**config.mk**
```make
export PLATFORM = sky130hd
export DESIGN_NAME = calc_controller
export DESIGN_NICKNAME = d
export VERILOG_FILES = /design/src/rtl/calc_pkg.sv /design/src/rtl/calc_controller_btn_debounce.sv /design/src/rtl/calc_controller.sv
export SDC_FILE = /design/constraint.sdc
export NUM_CORES = 1
export LEC_CHECK = 0
export ABC_AREA = 1
export CORE_MARGIN = 2
export CORE_UTILIZATION = 50
export CTS_CLUSTER_DIAMETER = 100
export DETAILED_ROUTE_END_ITERATION = 8
export GPL_ROUTABILITY_DRIVEN = 0
export GPL_TIMING_DRIVEN = 0
export PLACE_DENSITY = 0.77
export SYNTH_ARGS = -nofsm -noshare
export SYNTH_HDL_FRONTEND = slang
export SYNTH_HIERARCHICAL = 1
export SYNTH_SLANG_ARGS = --single-unit
```
**constraint.sdc**
```tcl
create_clock -name clk -period 4.3 [get_ports clk]
set_clock_uncertainty 0.1 [all_clocks]
set_input_delay 0.86 -clock clk [delete_from_list [all_inputs] [get_ports clk]]
set_output_delay 0.86 -clock clk [all_outputs]
set_load 0.01 [all_outputs]
```
**src/rtl/calc_pkg.sv**
```systemverilog
// calc_pkg: shared constants for the lab calculator controller.
//   - datapath widths (accumulator, operand) and multiply iteration count
//   - opcode encodings OP_LOAD..OP_SHL
//   - controller FSM state encoding
//   - shl_sat: left shift that yields zero once the amount reaches ACC_W
package calc_pkg;

  localparam int ACC_W    = 24;
  localparam int OPR_W    = 8;
  localparam int MUL_ITER = 8;

  localparam logic [2:0] OP_LOAD = 3'd0;
  localparam logic [2:0] OP_ADD  = 3'd1;
  localparam logic [2:0] OP_SUB  = 3'd2;
  localparam logic [2:0] OP_MUL  = 3'd3;
  localparam logic [2:0] OP_AND  = 3'd4;
  localparam logic [2:0] OP_OR   = 3'd5;
  localparam logic [2:0] OP_XOR  = 3'd6;
  localparam logic [2:0] OP_SHL  = 3'd7;

  typedef enum logic [1:0] {
    ST_IDLE = 2'd0,
    ST_EXEC = 2'd1,
    ST_MUL  = 2'd2
  } state_e;

  // Shift amounts of ACC_W or more push every bit out of the accumulator.
  function automatic logic [ACC_W-1:0] shl_sat(input logic [ACC_W-1:0] a,
                                               input logic [4:0]       amt);
    if (amt >= 5'd24) begin
      shl_sat = '0;
    end else begin
      shl_sat = a << amt;
    end
  endfunction

endpackage

```
**src/rtl/calc_controller_btn_debounce.sv**
```systemverilog
// btn_debounce: conditions one raw active-low push-button.
//   clk, reset  : system clock, synchronous active-high reset
//   oneMsPulse  : 1 ms tick; the debounce counter only advances on it
//   btn_n       : raw button, active-low, asynchronous to clk
//   press       : registered one-cycle pulse on an accepted press (0->1)
module btn_debounce #(
  parameter int DEBOUNCE_MS = 10
) (
  input  logic clk,
  input  logic reset,
  input  logic oneMsPulse,
  input  logic btn_n,
  output logic press
);

  localparam int CNT_W = (DEBOUNCE_MS > 1) ? $clog2(DEBOUNCE_MS) : 1;
  localparam logic [CNT_W-1:0] CNT_LAST = CNT_W'(DEBOUNCE_MS - 1);

  logic             sync1_q;
  logic             sync2_q;
  logic             level_q;
  logic [CNT_W-1:0] cnt_q;
  logic             press_q;
  logic             lvl_s;

  // Synchronized button, inverted so that 1 means pressed.
  assign lvl_s = ~sync2_q;
  assign press = press_q;

  // Synchronizer, debounce counter and press-pulse generator.
  always_ff @(posedge clk) begin
    if (reset) begin
      // Synchronizer resets to the released (high) raw level so no
      // spurious mismatch is seen right after reset.
      sync1_q <= 1'b1;
      sync2_q <= 1'b1;
      level_q <= 1'b0;
      cnt_q   <= '0;
      press_q <= 1'b0;
    end else begin
      sync1_q <= btn_n;
      sync2_q <= sync1_q;
      press_q <= 1'b0;
      if (oneMsPulse) begin
        if (lvl_s != level_q) begin
          if (cnt_q == CNT_LAST) begin
            level_q <= lvl_s;
            cnt_q   <= '0;
            press_q <= lvl_s;  // only the released->pressed change pulses
          end else begin
            cnt_q <= cnt_q + 1'b1;
          end
        end else begin
          cnt_q <= '0;
        end
      end
    end
  end

endmodule

```
**src/rtl/calc_controller.sv**
```systemverilog
// calc_controller: sequencing controller for the lab calculator.
//   clk, reset  : system clock, synchronous active-high reset
//   oneMsPulse  : 1 ms tick for the button debouncers
//   SW          : operand switches
//   KEY_n       : raw buttons, active-low: [0] Enter, [1] Op, [2] Clear
//   OpReg       : last latched operand      ShowOpReg  : pulse on latch
//   OpCode      : selected operation        ShowOpCode : pulse on change
//   OpResult    : 24-bit accumulator        busy       : operation running
module calc_controller
  import calc_pkg::*;
#(
  parameter int DEBOUNCE_MS = 10
) (
  input  logic             clk,
  input  logic             reset,
  input  logic             oneMsPulse,
  input  logic [7:0]       SW,
  input  logic [2:0]       KEY_n,
  output logic [7:0]       OpReg,
  output logic             ShowOpReg,
  output logic [2:0]       OpCode,
  output logic             ShowOpCode,
  output logic [23:0]      OpResult,
  output logic             busy
);

  logic enter_s, op_s, clear_s;

  btn_debounce #(.DEBOUNCE_MS(DEBOUNCE_MS)) u_enter (
    .clk(clk), .reset(reset), .oneMsPulse(oneMsPulse), .btn_n(KEY_n[0]), .press(enter_s));
  btn_debounce #(.DEBOUNCE_MS(DEBOUNCE_MS)) u_op (
    .clk(clk), .reset(reset), .oneMsPulse(oneMsPulse), .btn_n(KEY_n[1]), .press(op_s));
  btn_debounce #(.DEBOUNCE_MS(DEBOUNCE_MS)) u_clear (
    .clk(clk), .reset(reset), .oneMsPulse(oneMsPulse), .btn_n(KEY_n[2]), .press(clear_s));

  state_e           state_q;
  logic [OPR_W-1:0] opreg_q;
  logic             showreg_q;
  logic [2:0]       opcode_q;
  logic             showcode_q;
  logic [ACC_W-1:0] result_q;
  logic             busy_q;
  logic [ACC_W-1:0] mcand_q;
  logic [OPR_W-1:0] mplier_q;
  logic [ACC_W-1:0] prod_q;
  logic [2:0]       iter_q;

  logic [ACC_W-1:0] opr_ext_s;
  logic [ACC_W-1:0] alu_s;
  logic [ACC_W-1:0] prod_next_s;

  assign opr_ext_s = {16'h0000, opreg_q};

  // Single-cycle ALU on the accumulator and the latched operand.
  always_comb begin
    alu_s = result_q;
    case (opcode_q)
      OP_LOAD: alu_s = opr_ext_s;
      OP_ADD:  alu_s = result_q + opr_ext_s;
      OP_SUB:  alu_s = result_q - opr_ext_s;
      OP_MUL:  alu_s = result_q;  // handled by the shift-add sequencer
      OP_AND:  alu_s = result_q & opr_ext_s;
      OP_OR:   alu_s = result_q | opr_ext_s;
      OP_XOR:  alu_s = result_q ^ opr_ext_s;
      OP_SHL:  alu_s = shl_sat(result_q, opreg_q[4:0]);
      default: alu_s = '0;
    endcase
  end

  // One shift-add step: accumulate the multiplicand when the current
  // multiplier LSB is set; the sum truncates to the accumulator width.
  always_comb begin
    if (mplier_q[0]) begin
      prod_next_s = prod_q + mcand_q;
    end else begin
      prod_next_s = prod_q;
    end
  end

  // Controller FSM with registered outputs; Clear overrides every state.
  always_ff @(posedge clk) begin
    if (reset) begin
      state_q    <= ST_IDLE;
      opreg_q    <= '0;
      showreg_q  <= 1'b0;
      opcode_q   <= OP_LOAD;
      showcode_q <= 1'b0;
      result_q   <= '0;
      busy_q     <= 1'b0;
      mcand_q    <= '0;
      mplier_q   <= '0;
      prod_q     <= '0;
      iter_q     <= 3'd0;
    end else begin
      showreg_q  <= 1'b0;
      showcode_q <= 1'b0;
      if (clear_s) begin
        result_q <= '0;
        busy_q   <= 1'b0;
        state_q  <= ST_IDLE;
      end else begin
        case (state_q)
          ST_IDLE: begin
            // Enter wins over a simultaneous Op press.
            if (enter_s) begin
              opreg_q   <= SW;
              showreg_q <= 1'b1;
              busy_q    <= 1'b1;
              state_q   <= ST_EXEC;
            end else if (op_s) begin
              opcode_q   <= opcode_q + 3'd1;
              showcode_q <= 1'b1;
            end
          end
          ST_EXEC: begin
            if (opcode_q == OP_MUL) begin
              mcand_q  <= result_q;
              mplier_q <= opreg_q;
              prod_q   <= '0;
              iter_q   <= 3'd0;
              state_q  <= ST_MUL;
            end else begin
              result_q <= alu_s;
              busy_q   <= 1'b0;
              state_q  <= ST_IDLE;
            end
          end
          ST_MUL: begin
            prod_q   <= prod_next_s;
            mcand_q  <= mcand_q << 1;
            mplier_q <= mplier_q >> 1;
            // Accumulator is written once, from the final step's sum.
            if (iter_q == 3'(MUL_ITER - 1)) begin
              result_q <= prod_next_s;
              busy_q   <= 1'b0;
              state_q  <= ST_IDLE;
            end else begin
              iter_q <= iter_q + 3'd1;
            end
          end
          default: begin
            busy_q  <= 1'b0;
            state_q <= ST_IDLE;
          end
        endcase
      end
    end
  end

  assign OpReg      = opreg_q;
  assign ShowOpReg  = showreg_q;
  assign OpCode     = opcode_q;
  assign ShowOpCode = showcode_q;
  assign OpResult   = result_q;
  assign busy       = busy_q;

endmodule

```
* Word-level counts from Yosys, hierarchy flattened
Index checks and enable logic that the tools add are counted.
Storage, ports and cells: input bits 14, bits in registers 123, word-level logic and storage cells 123
Operators by class: eq/ne operators 21, reduce and logical (&&, ||, !) cells 19, bitwise operators 16, mux-type cells 31, order comparisons 1, $add $sub $neg 8, shift operators 1
Operator list (number):
- case mux 24 bit (7 select lines) | 1
- two-way mux 24 bit | 6
- case mux 24 bit (2 select lines) | 3
- adder 24 bit | 1
- adder 24 x 8 -> 24 bit | 1
- AND 24 x 8 -> 24 bit | 1
- two-way mux 4 bit | 6
- OR 24 x 8 -> 24 bit | 1
- << shifter 24 x 5 -> 24 bit | 1
- subtractor 24 x 8 -> 24 bit | 1
- XOR 24 x 8 -> 24 bit | 1
- AND reduction 3 bit | 7
- case mux 8 bit (2 select lines) | 1
- OR reduction 4 bit | 4
- equality test 3 bit, second input constant | 5
- inverter 1 bit | 13
- adder 4 x 1 -> 4 bit, second input constant | 3
- equality test 4 bit, second input constant | 3
- two-way mux 8 bit | 1
- != test 2 bit, second input constant | 4
- AND reduction 4 bit | 2
- adder 3 x 1 -> 3 bit, second input constant | 2
- equality test 3 x 2 -> 1 bit, second input constant | 2
- two-way mux 2 bit | 3
- 17 further kinds | 24

* Longest topological paths before layout
word-level depth 5, mapped depth 23, mapped depth without buffers 22

* By module
The synthesis kept the hierarchy.
Modules (own cells, without submodules):
- calc_controller | area an instance 9451.6 um^2, sequential area each 1981.9 um^2, times used 1, cells an instance 1618
- btn_debounce | area an instance 372.9 um^2, sequential area each 160.2 um^2, times used 3, cells an instance 51

* Least setup slack after synthesis
No wires, ideal clock.
path kind register -> register, start register opreg_q[3], in the netlist OpReg[3], end register result_q[10], in the netlist OpResult[10], arrival time 2.718 ns, path buffers 2, library setup time 0.121 ns, stages on the path, launching flop included 20, slack 1.361 ns, path through dfxtp_1 -> buf_2 -> nor2_1 -> clkbuf_1 -> nand2_1 -> nor3_1 -> ha_1 -> a21oi_1 -> ha_1 -> nand2_1 -> nand2_1 -> nand2_1 -> nand2_1 -> a21oi_1 -> nand2_1 -> or2_2 -> nand3_1 -> nand2_1 -> nand2_1 -> a21oi_1
On the way: word-level cells in the longest chain between the ends 5
Ends and longest elaborated chain:
- start, declared | RTL line calc_controller.sv:37 | logic [OPR_W-1:0] opreg_q;
- start signal, assigned | RTL line calc_controller.sv:84 | opreg_q <= '0;
- start signal, assigned | RTL line calc_controller.sv:106 | opreg_q <= SW;
- parallel branches: the longest is 2 deep, another holds subtractor 24 x 8 -> 24 bit
- case mux 24 bit (7 select lines) * | RTL line calc_controller.sv:57 | case (opcode_q)
- two-way mux 24 bit * | RTL line calc_controller.sv:116 | if (opcode_q == OP_MUL) begin
- case mux 24 bit (2 select lines) * | RTL line calc_controller.sv:102 | case (state_q)
- end signal, assigned | RTL line calc_controller.sv:123 | result_q <= alu_s;
- end signal, assigned | RTL line calc_controller.sv:134 | result_q <= prod_next_s;
- end, declared | RTL line calc_controller.sv:41 | logic [ACC_W-1:0] result_q;
Every way passes the cells marked *. The select of a mux whose other input is x is not followed. A chain may end at the register's enable or synchronous reset.

* Worst setup path in the final report
start register opreg_q[1], in the netlist OpReg[1], end register result_q[9], in the netlist OpResult[9]
Same word-level chain as after synthesis.

==> flow_summary.ini <==
[sta]
period_minus_slack_ns = 4.09
fin_crit_sh_pct = 95.2
setup_ws_ns = 0.206
setup_viol = 0
max_freq_ghz = 0.244
tns_ns = 0
hold_viol_final = 0
relSlewSlack_pct = 46.3
rsz0062_at_grt = false
drv_slew = 0
tightestPinTransition_ns = 0.799

[finish]
num-fill-cells = 2053
nets = 1933
multi_input_area_um2 = 7040
fin_util_pct = 57.4
final_cell_mix = nand2_1 (551), inv_1 (202), o21ai_0 (149)
seq_area_um2 = 2460
drive_gt1_share_pct = 6.47
final_common_cell = nand2_1
antenna_cells = 0
synthToLayoutAreaGrowth_pct = 13.4

[global_routing]
grt_pass1_wl_um = 55300
grt-ovfl-total = 0
grtUsageTotal_pct = 31.2
grt_pass1_vias = 11100
grt_max_degree = 17
grt_antenna_before_repair = 0

[detailed_routing]
dr.first_iter.drc_count = 1415
via_per_inst = 5.79
wl_per_cell_um = 16.3
post-route-drc-count = 0
wl_um = 34800
drt_first_pass_iters = 6
num_vias = 12300
ant_nets = 0

[status]
status = finished, final reports clean

[clock_tree]
cts_hold_buf = 0
tritoncts = built
cts_buffers = 17
post_cts_resized = 0
clock_path_buffers = 2
post_cts_buffers = 0
clock-sinks = 123
cts.clk_slew.worst_paths_ns = 0.07
root_buffer = clkbuf_16
worst_skew_pair.late_latency_ns = 0.44
ctsHtreeMaxLevel = 4

[flow_run]
drv_cap = 0

[logic_synthesis]
ys.flop_type = dfxtp_1
ys_types = 50
ys_seq_elements = 123
postSynthCellCount = 1771
synth_area_um2 = 10600
avgSynthCellArea_um2 = 5.97
synthesis.yosys.warnings = 6
synth_edf_count = 0
ys_async_sr_fraction_pct = 0
syn_nets = 1863
yosysSeqAreaShare_pct = 23.3

[worst_setup_path]
crit_required_ns = 4.56
crit-reg2reg-launch = OpReg[1]$_SDFFE_PP0P_
critPathKind = flop to flop
reg2reg_slack_ns = 0.21
reg2reg_to = OpResult[9]$_SDFFE_PP0P_
worstPathMaxFanout = 10
start_kind = flop
worstPathArrival_ns = 4.35
worstRegToRegCells = 19
critical_path.endpoint_type = flop

[floorplan]
die_w_um = 149
rows = 53
fp.coreArea_um2 = 20900
die_h_um = 149
die-area_um2 = 22300
start_util_pct = 50.6
ioPinCount = 52

[placement]
io_buffers = 51
preCtsSetupSlack_ns = 0.463
place_hpwl_um = 27200

[power]
leakage_nw = 5.46
powerDensity_nw_per_um2 = 218
peakVddDrop_uv = 257

[hold_path]
min_from = u_op/sync1_q$_SDFF_PP1_
min_delay_path_depth = 1
hold_path_class = flop to flop
hold_end = u_op/sync2_q$_SDFF_PP1_
-- layout make-up --
type	instances	area share [%]
Inverter	211	6.60
Multi-Input combinational cell	1376	58.7
Clock buffer	17	3.55
Tap cell	275	2.87
Sequential cell	123	20.5
Buffer	61	2.33
Timing Repair Buffer	51	4.26
Clock inverter	15	1.18
-- per-layer routing --
metal / vias to the layer above / global-route usage (%) / wire length [um]
li1: 5979 / - / -
met1: 5577 / 43.5 / 15100
met2: 677 / 48.8 / 14900
met3: 103 / 4.98 / 3620
met4: 0 / 11.0 / 1140
met5: - / 0 / 0
-- cells in the mapped netlist (8+ instances only) --
master    number  area (um2)
nand2_1      551        2070
inv_1        202         758
o21ai_0      149         746
nand3_1      136         681
a21oi_1      133         666
nor2_1       132         495
dfxtp_1      123        2460
ha_1          76         951
a31oi_1       38         238
clkbuf_1      36         135
or2_2         23         144
nand4_1       19         119
o21ai_1       17        85.1
buf_2         16        80.1
inv_2          9        33.8
o211ai_1       9        67.6
nor3_1         8        40.0
-- worst max-delay path by stage --
stage                     slack, ns  depth (start not counted)                   endpoint             startpoint
after detailed placement       0.46                         16  OpResult[19]$_SDFFE_PP0P_  OpReg[0]$_SDFFE_PP0P_
after floorplan                1.36                         19  OpResult[10]$_SDFFE_PP0P_  OpReg[3]$_SDFFE_PP0P_
after CTS                      0.40                         17   OpResult[9]$_SDFFE_PP0P_  OpReg[0]$_SDFFE_PP0P_
final                          0.21                         19   OpResult[9]$_SDFFE_PP0P_  OpReg[1]$_SDFFE_PP0P_
after global routing           0.01                         17   OpResult[9]$_SDFFE_PP0P_  OpReg[0]$_SDFFE_PP0P_
after global placement         0.48                         16  OpResult[19]$_SDFFE_PP0P_  OpReg[0]$_SDFFE_PP0P_
-- report_power, final --
part	internal, mW	leakage, nW	switching (mW)
clock	0.769	0.281	0.629
combinational	0.0238	4.18	0.0402
sequential	1.14	0.992	0.00336
total	1.94	5.46	0.673
-- cell families (layout without fill, tap and decap cells) --
kind of cell / after synthesis / in the layout / synth area share [%]
muxes: 4 / 4 / 0.616
buffers and inverters: 272 / 355 / 10.1
DFF: 123 / 123 / 23.3
xor gates and xnor gates: 7 / 7 / 0.580
adders and majority gates: 78 / 78 / 9.37
and+or+nand+nor: 903 / 903 / 36.1
AOI/OAI and AO/OA: 384 / 384 / 19.9
-- worst max-delay path, cell delays in order, from the launching register on --
cell and delay [ns]:
dfxtp_1 0.39, buf_2 0.24, buf_2 0.23, nor3_1 0.52, nand2_1 0.27, nor3_1 0.21
ha_1 0.25, a21oi_1 0.17, ha_1 0.30, nand2_1 0.13, inv_1 0.07, nand2_1 0.06
nand2_1 0.11, a21oi_1 0.13, nand2_1 0.15, a21oi_1 0.15, o21ai_0 0.14, o21ai_1 0.15
nand2_1 0.08, a21oi_1 0.15
-- stage by stage --
step                      hold slack (ns)  std cells  power [mW]  instance area, um2
after floorplan                     0.289       1771        1.20               10600
after global placement              0.294       2097        1.23               11400
after detailed placement            0.305       2097        1.23               11400
after CTS                           0.317       2129        2.61               12000
after global routing                0.331       2129        2.66               12000
final                               0.314       2129        2.61               12000
-- state kept, by name, indices dropped and copies added (netlist names), 2 cells and up --
register,flops
OpResult,24
mplier_q,8
state_q,2
u_enter/cnt_q,4
u_op/cnt_q,4
mcand_q,24
OpCode,3
OpReg,8
prod_q,24
iter_q,3
u_clear/cnt_q,4
No activity file was read; power rests on OpenSTA's default activity.
